**config.mk**
```make
export PLATFORM = sky130hd
export DESIGN_NAME = gray2bin_pipe_flat
export DESIGN_NICKNAME = d
export VERILOG_FILES = /design/src/rtl/gray2bin_pipe_pkg.sv /design/src/rtl/gray2bin_pipe_if.sv /design/src/rtl/gray2bin_pipe_comb.sv /design/src/rtl/gray2bin_pipe.sv /design/src/flat_wrapper.sv
export SDC_FILE = /design/constraint.sdc
export NUM_CORES = 1
export LEC_CHECK = 0
export BUFFER_PORTS_ARGS = -buffer_cell sky130_fd_sc_hd__buf_4
export CORE_AREA = 2 2 39 41
export DETAILED_ROUTE_END_ITERATION = 7
export DIE_AREA = 0 0 41 43
export HOLD_SLACK_MARGIN = 0.03
export PLACE_DENSITY = 0.55
export SKIP_LAST_GASP = 1
export SYNTH_ARGS = -nofsm -noshare
export SYNTH_HDL_FRONTEND = slang
export SYNTH_SLANG_ARGS = --single-unit
```
**constraint.sdc**
```tcl
create_clock -name clk -period 1.75 [get_ports clk]
set_input_delay 0.525 -clock clk [delete_from_list [all_inputs] [get_ports clk]]
set_output_delay 0.525 -clock clk [all_outputs]
set_load 0.02 [all_outputs]
```
**src/rtl/gray2bin_pipe_pkg.sv**
```systemverilog
// Shared Gray-code types, constants and reference conversions for the gray2bin_pipe slice.
package gray_pkg;

  localparam int unsigned GRAY_PIPE_LAT = 2;
  localparam int unsigned GRAY_WIDTH    = 4;
  localparam int unsigned GRAY_MAX_W    = 32;

  typedef logic [GRAY_WIDTH-1:0] gray_word_t;
  typedef logic [GRAY_MAX_W-1:0] gray_max_t;

  // Width-generic wrappers: operate on a GRAY_MAX_W container, only the low w bits are meaningful.
  function automatic gray_max_t gray_mask(input int unsigned w);
    gray_max_t m;
    m = '0;
    for (int unsigned i = 0; i < GRAY_MAX_W; i++) begin
      if (i < w) m[i] = 1'b1;
    end
    return m;
  endfunction

  function automatic gray_max_t gray2bin(input gray_max_t g, input int unsigned w);
    gray_max_t b;
    b = g & gray_mask(w);
    for (int unsigned s = 1; s < GRAY_MAX_W; s = s << 1) begin
      b = b ^ (b >> s);
    end
    return b;
  endfunction

  function automatic gray_max_t bin2gray(input gray_max_t b, input int unsigned w);
    gray_max_t m;
    m = b & gray_mask(w);
    return m ^ (m >> 1);
  endfunction

endpackage

```
**src/rtl/gray2bin_pipe_if.sv**
```systemverilog
// Valid/ready stream bundle for the Gray-to-binary pipeline: Gray words in, binary words out.
interface gray2bin_pipe_if #(
  parameter int unsigned WIDTH = 4
) ();

  logic [WIDTH-1:0] gray_in;
  logic             in_valid;
  logic             in_ready;
  logic [WIDTH-1:0] bin_out;
  logic             out_valid;
  logic             out_ready;

  modport master (
    output gray_in, in_valid, out_ready,
    input  in_ready, bin_out, out_valid
  );

  modport slave (
    input  gray_in, in_valid, out_ready,
    output in_ready, bin_out, out_valid
  );

endinterface

```
**src/rtl/gray2bin_pipe_comb.sv**
```systemverilog
// Purely combinational WIDTH-bit Gray-to-binary decoder (running XOR from the MSB down).
module gray2bin_comb #(
  parameter int unsigned WIDTH = 4
) (
  input  logic [WIDTH-1:0] gray,
  output logic [WIDTH-1:0] bin
);

  logic acc;

  always_comb begin
    acc = 1'b0;
    bin = '0;
    for (int unsigned i = 0; i < WIDTH; i++) begin
      acc                = acc ^ gray[WIDTH-1-i];
      bin[WIDTH-1-i]     = acc;
    end
  end

endmodule

```
**src/rtl/gray2bin_pipe.sv**
```systemverilog
// Two-stage streaming Gray-to-binary decoder with full backpressure.
// Optional single-bit-step checker enabled by defining GRAY_STEP_CHECK_EN.
module gray2bin_pipe
  import gray_pkg::*;
#(
  parameter int unsigned WIDTH = 4
) (
  input  logic              clk,
  input  logic              rst_n,
  gray2bin_pipe_if.slave    bus,
  input  logic              err_clr,
  output logic              step_err
);

  logic             s1_valid;
  logic [WIDTH-1:0] s1_data;
  logic             s2_valid;
  logic [WIDTH-1:0] s2_data;
  logic [WIDTH-1:0] s1_decoded;
  logic             s2_accept;
  logic             s1_accept;
  logic             in_fire;

  // Ready ripples back combinationally so a draining output frees both stages in one cycle.
  assign s2_accept = !s2_valid || bus.out_ready;
  assign s1_accept = !s1_valid || s2_accept;
  assign in_fire   = bus.in_valid && s1_accept;

  assign bus.in_ready  = s1_accept;
  assign bus.out_valid = s2_valid;
  assign bus.bin_out   = s2_data;

  gray2bin_comb #(.WIDTH(WIDTH)) u_dec (
    .gray (s1_data),
    .bin  (s1_decoded)
  );

  always_ff @(posedge clk) begin
    if (!rst_n) begin
      s1_valid <= 1'b0;
      s1_data  <= '0;
      s2_valid <= 1'b0;
      s2_data  <= '0;
    end else begin
      if (s1_accept) begin
        s1_valid <= bus.in_valid;
        if (bus.in_valid) s1_data <= bus.gray_in;
      end
      if (s2_accept) begin
        s2_valid <= s1_valid;
        if (s1_valid) s2_data <= s1_decoded;
      end
    end
  end

`ifdef GRAY_STEP_CHECK_EN
  localparam logic [WIDTH-1:0] ONE = WIDTH'(1);

  logic             prev_valid;
  logic [WIDTH-1:0] prev_word;
  logic [WIDTH-1:0] diff;
  logic             step_viol;

  // diff & (diff-1) is non-zero exactly when two or more bits changed.
  always_comb begin
    diff      = prev_word ^ bus.gray_in;
    step_viol = in_fire && prev_valid && ((diff & (diff - ONE)) != '0);
  end

  always_ff @(posedge clk) begin
    if (!rst_n) begin
      prev_valid <= 1'b0;
      prev_word  <= '0;
      step_err   <= 1'b0;
    end else begin
      if (in_fire) begin
        prev_valid <= 1'b1;
        prev_word  <= bus.gray_in;
      end
      if (step_viol)    step_err <= 1'b1;
      else if (err_clr) step_err <= 1'b0;
    end
  end
`else
  logic unused_err_clr;
  assign unused_err_clr = err_clr;
  assign step_err       = 1'b0;
`endif

endmodule

```
**src/flat_wrapper.sv**
```systemverilog
// flat-port wrapper written by rule: the top's interface ports become plain ports
module gray2bin_pipe_flat import gray_pkg::*;
#(
  parameter int unsigned WIDTH = 4
)
  (clk, rst_n, err_clr, step_err, bus_gray_in, bus_in_valid, bus_out_ready, bus_in_ready, bus_bin_out, bus_out_valid);
  gray2bin_pipe_if #(.WIDTH(WIDTH)) bus_i ();
  input  logic clk;
  input  logic rst_n;
  input  logic err_clr;
  output logic step_err;
  input wire logic [$bits(bus_i.gray_in)-1:0] bus_gray_in;
  input wire logic [$bits(bus_i.in_valid)-1:0] bus_in_valid;
  input wire logic [$bits(bus_i.out_ready)-1:0] bus_out_ready;
  output wire logic [$bits(bus_i.in_ready)-1:0] bus_in_ready;
  output wire logic [$bits(bus_i.bin_out)-1:0] bus_bin_out;
  output wire logic [$bits(bus_i.out_valid)-1:0] bus_out_valid;
  assign bus_i.gray_in = bus_gray_in;
  assign bus_i.in_valid = bus_in_valid;
  assign bus_i.out_ready = bus_out_ready;
  assign bus_in_ready = bus_i.in_ready;
  assign bus_bin_out = bus_i.bin_out;
  assign bus_out_valid = bus_i.out_valid;
  gray2bin_pipe #(.WIDTH(WIDTH)) u_core (.clk(clk), .rst_n(rst_n), .bus(bus_i), .err_clr(err_clr), .step_err(step_err));
endmodule
```
Word-level counts from Yosys, hierarchy flattened
Cells that the tools add are included.
{ "classes": {"n_bitwise": 3, "n_reduce_logical": 6} }
{ "op_table": {"columns": ["op", "count"], "rows": [
  ["2-bit AND reduction", 2],
  ["1-bit XOR", 3],
  ["1-bit zero test", 2],
  ["1-bit logical OR", 2]
]} }
{ "word_totals": {"ff_bits": 10, "out_inout_bits": 7} }

Depth between registers and ports, before layout
{ "logic_depth": {"word_depth": 4, "ltp_mapped": 4, "mapped_depth_nobuf": 3} }

By module
Synthesis repeated with hierarchy kept, for this count alone.
{ "hier_totals": {"hier_cells": 52, "hier_area_um2": 486.7} }
{ "modules_own_cells": {"columns": ["module", "cells_each", "area_per_inst_um2", "instances", "seq_area_each_um2"], "rows": [
  ["gray2bin_pipe", 46, 429.2, 1, 200.2],
  ["gray2bin_comb", 6, 57.6, 1, 0.0]
]} }

Worst setup path before layout
Ideal clock, no wire load.
{ "synth_path": {"path_type": "input to register", "startpoint": "input port bus_out_ready", "endpoint": "register u_core.s1_data[0]", "path_stages": 3, "required_time_ns": 1.635, "setup_time_ns": 0.115, "path_buffers": 0, "arrival_time_ns": 1.354, "slack_ns": 0.281, "path_cell_list": "nand3b_1 > and3_1 > o21a_1"} }
{ "synth_via": {"elab_chain_len": 3} }
{ "synth_lines": {"columns": ["element", "line_no", "rtl"], "rows": [
  ["start, declared", "flat_wrapper.sv:14", "input wire logic [$bits(bus_i.out_ready)-1:0] bus_out_ready;"],
  ["1-bit logical OR", "gray2bin_pipe.sv:25", "assign s2_accept = !s2_valid || bus.out_ready;"],
  ["1-bit logical OR", "gray2bin_pipe.sv:26", "assign s1_accept = !s1_valid || s2_accept;"],
  ["2-bit AND reduction (no source line)", null, null],
  ["end signal, assigned", "gray2bin_pipe.sv:47", "if (bus.in_valid) s1_data <= bus.gray_in;"],
  ["end, declared", "gray2bin_pipe.sv:16", "logic [WIDTH-1:0] s1_data;"]
]} }
Every way passes these cells.
A chain may end at the register's enable or synchronous reset.

Final worst setup path
{ "layout_path": {"startpoint": "register u_core.s1_valid", "endpoint": "output port bus_in_ready"} }
{ "layout_via": {"elab_chain_len": 2} }
{ "layout_lines": {"columns": ["element", "line_no", "rtl"], "rows": [
  ["start, declared", "gray2bin_pipe.sv:15", "logic s1_valid;"],
  ["start signal, assigned", "gray2bin_pipe.sv:46", "s1_valid <= bus.in_valid;"],
  ["1-bit zero test", "gray2bin_pipe.sv:26", null],
  ["1-bit logical OR", "gray2bin_pipe.sv:26", null],
  ["end, declared", "flat_wrapper.sv:15", "output wire logic [$bits(bus_i.in_ready)-1:0] bus_in_ready;"]
]} }
Every way passes these cells.

==> flow_metrics.tcl <==
set metrics [dict create \
    status "finished clean" \
    dieWidth_um 41 \
    globalplace.congestion 0.6626 \
    stdcell_count 78 \
    whs_path_depth 2 \
    final_nets 72 \
    netlist_area_um2 442.9 \
    rows 14 \
    initial_utilization_pct 32.01 \
    ff2ff_setup_slack_ns 0.41 \
    grt_pass1_vias 317 \
    r2r_cells 3 \
    cap_violations 0 \
    p_switching_w 0.0001222 \
    skew_ns 0.002135 \
    worst_hold_startpoint "u_core.bus.bin_out[3]" \
    insertion_delay_ns 0.26 \
    ys_async_sr_fraction_pct 0 \
    hold_viol 0 \
    antenna_cells 0 \
    fin_setup_tns_ns 0 \
    hold_path.class "flop to flop" \
    design_power_total_w 0.0005335 \
    h-tree-depth 1 \
    dp_hpwl_um 599.4 \
    p_leak_nw 0.2572 \
    p_int_w 0.0004113 \
    fin_crit_sh_pct 92.16 \
    drt-total-wl_um 820 \
    synthCells 46 \
    ir_drop_mv 0.3248 \
    rr_endpoint "u_core.bus.bin_out[0]" \
    synth-edff-count 0 \
    grt.overflow.total 0 \
    ant_nets 0 \
    path_max_fanout 8 \
    ios 16 \
    grt_max_degree 10 \
    clkTransAtPathRegs_ns 0.07 \
    swShare_pct 22.91 \
    syn_avg_cell_area_um2 9.629 \
    cp.arrival_ns 1.09 \
    layout_common_cells "buf_4 (14), dfxtp_1 (10), a21oi_1 (6)" \
    vias_per_cell 4.667 \
    setup.worst_path.start_class "flop" \
    wl_per_cell_um 10.51 \
    via_count 364 \
    yosysSeqAreaShare_pct 45.20 \
    yosysWarningCount 0 \
    dr.pass1.iters 2 \
    drive_gt1_share_pct 30.65 \
    fmax_mhz 620.0 \
    cts.path.max_buffers 2 \
    syn_to_final_growth_pct 33.62 \
    dieArea_um2 1763 \
    grt_pass1_wl_mm 1.400 \
    grt_use_total_pct 12.59 \
    power.density_nw_per_um2 901.4 \
    design_area_um2 591.8 \
    drc 0 \
    synth_ff_type "dfxtp_1" \
    numPortBuffers 13 \
    end_kind "output port" \
    power_frac_comb_pct 14.8 \
    numCtsBuffers 3 \
    placedCellCount 74 \
    holdWs_ns 0.4843 \
    antenna_found_initial 0 \
    drv_slew 0 \
    die_h_um 43 \
    fill_cells 143 \
    cts_tree "done" \
    clock_sinks 10 \
    rr_startpoint "u_core.s1_data[3]" \
    dr.first_iter.drc_count 4 \
    syn-num-nets 55 \
    placed_area_um2 555.5 \
    layout_commonest_cell "buf_4" \
    critPathKind "flop to output port" \
    ctsHoldBuffers 0 \
    coreArea_um2 1384 \
    post_cts_buffers 0 \
    synth_cell_type_count 17 \
    crit_required_ns 1.22 \
    setup_viol 0 \
    ys_seq_elements 10 \
    fin_crit_ns 1.613 \
    pwr-share-clk_pct 38.0 \
    cts_root_buffer "clkbuf_4" \
    rsz0062_at_grt "no" \
    min_to "u_core.bus.bin_out[3]" \
    post_cts_resized 0 \
    seq_power_share_pct 47.2 \
]
[power groups by stage]
stage | sequential (W) | clock, W | combinational, W
floorplan | 0.000261 | 0 | 0.0000449
global placement | 0.000257 | 0 | 0.0000794
detailed placement | 0.000257 | 0 | 0.0000789
CTS | 0.000252 | 0.000213 | 0.0000795
global route | 0.000253 | 0.000232 | 0.0000873
finish | 0.000252 | 0.000203 | 0.0000787
[cells by family after synthesis]
logic type,after synthesis,share of synthesized area [%]
AOI/OAI and AO/OA,18,26.56
xor gates and xnor gates,3,9.604
buffers and inverters,5,5.367
DFF,10,45.20
other,1,0.8466
and+or+nand+nor,9,12.43
[layer usage]
metal | track usage (%) | wire, um | up-vias
li1 | - | - | 195
met5 | 0 | 0 | -
met3 | 7.853 | 70 | 0
met2 | 15.00 | 328 | 13
met1 | 16.23 | 421 | 156
met4 | 8.000 | 0 | 0
[final cells by class]
type / instances / area, um^2 / share of cell area, %
inverter: 3 / 11.26 / 1.903
timing repair buffer: 14 / 105.1 / 17.76
clock buffer: 4 / 36.28 / 6.131
tap: 16 / 20.02 / 3.383
multi-input combinational: 31 / 219.0 / 37.00
sequential: 10 / 200.2 / 33.83
[synth_stat cells (all sizes together), types with 2 or more instances]
cell    instances  area share [%]
a21boi          4             6.8
dfxtp          10              45
xnor2           2             4.0
a311oi          2             4.0
and3            4             5.6
a21oi           6             6.8
inv             3             2.5
nand3           2             2.3
buf             2             2.8
o21a            4             6.8
o21ai           2             2.3
[worst max-delay path, stage by stage, from the launching register on]
cell      delay [ns]
dfxtp_1         0.46
nand3b_1        0.17
buf_4           0.19
[sequential cells by signal, summed over array words and instances, names as in the netlist]
signal,flops
u_core.s1_data,4
u_core.s1_valid,1
u_core.bus.out_valid,1
u_core.bus.bin_out,4
[metrics by stage]
stage / util, % / setup WS [ns]
2_1_floorplan: - / 0.2814
4_1_cts: 42.77 / 0.1184
5_1_grt: 42.77 / 0.05339
3_3_place_gp: 40.14 / 0.1972
6_report: 42.77 / 0.1372
3_5_place_dp: 40.14 / 0.2006
[worst max-delay path by stage]
stage,start,to,slack (ns),cells after the start
after floorplan,bus_out_ready,u_core.s1_data[0],0.28,3
after global placement,bus_out_ready,bus_in_ready,0.20,3
after detailed placement,bus_out_ready,bus_in_ready,0.20,3
after CTS,u_core.s1_valid,bus_in_ready,0.12,2
after global routing,u_core.s1_valid,bus_in_ready,0.05,2
final,u_core.s1_valid,bus_in_ready,0.14,2
(Power assumes the default switching activity.)
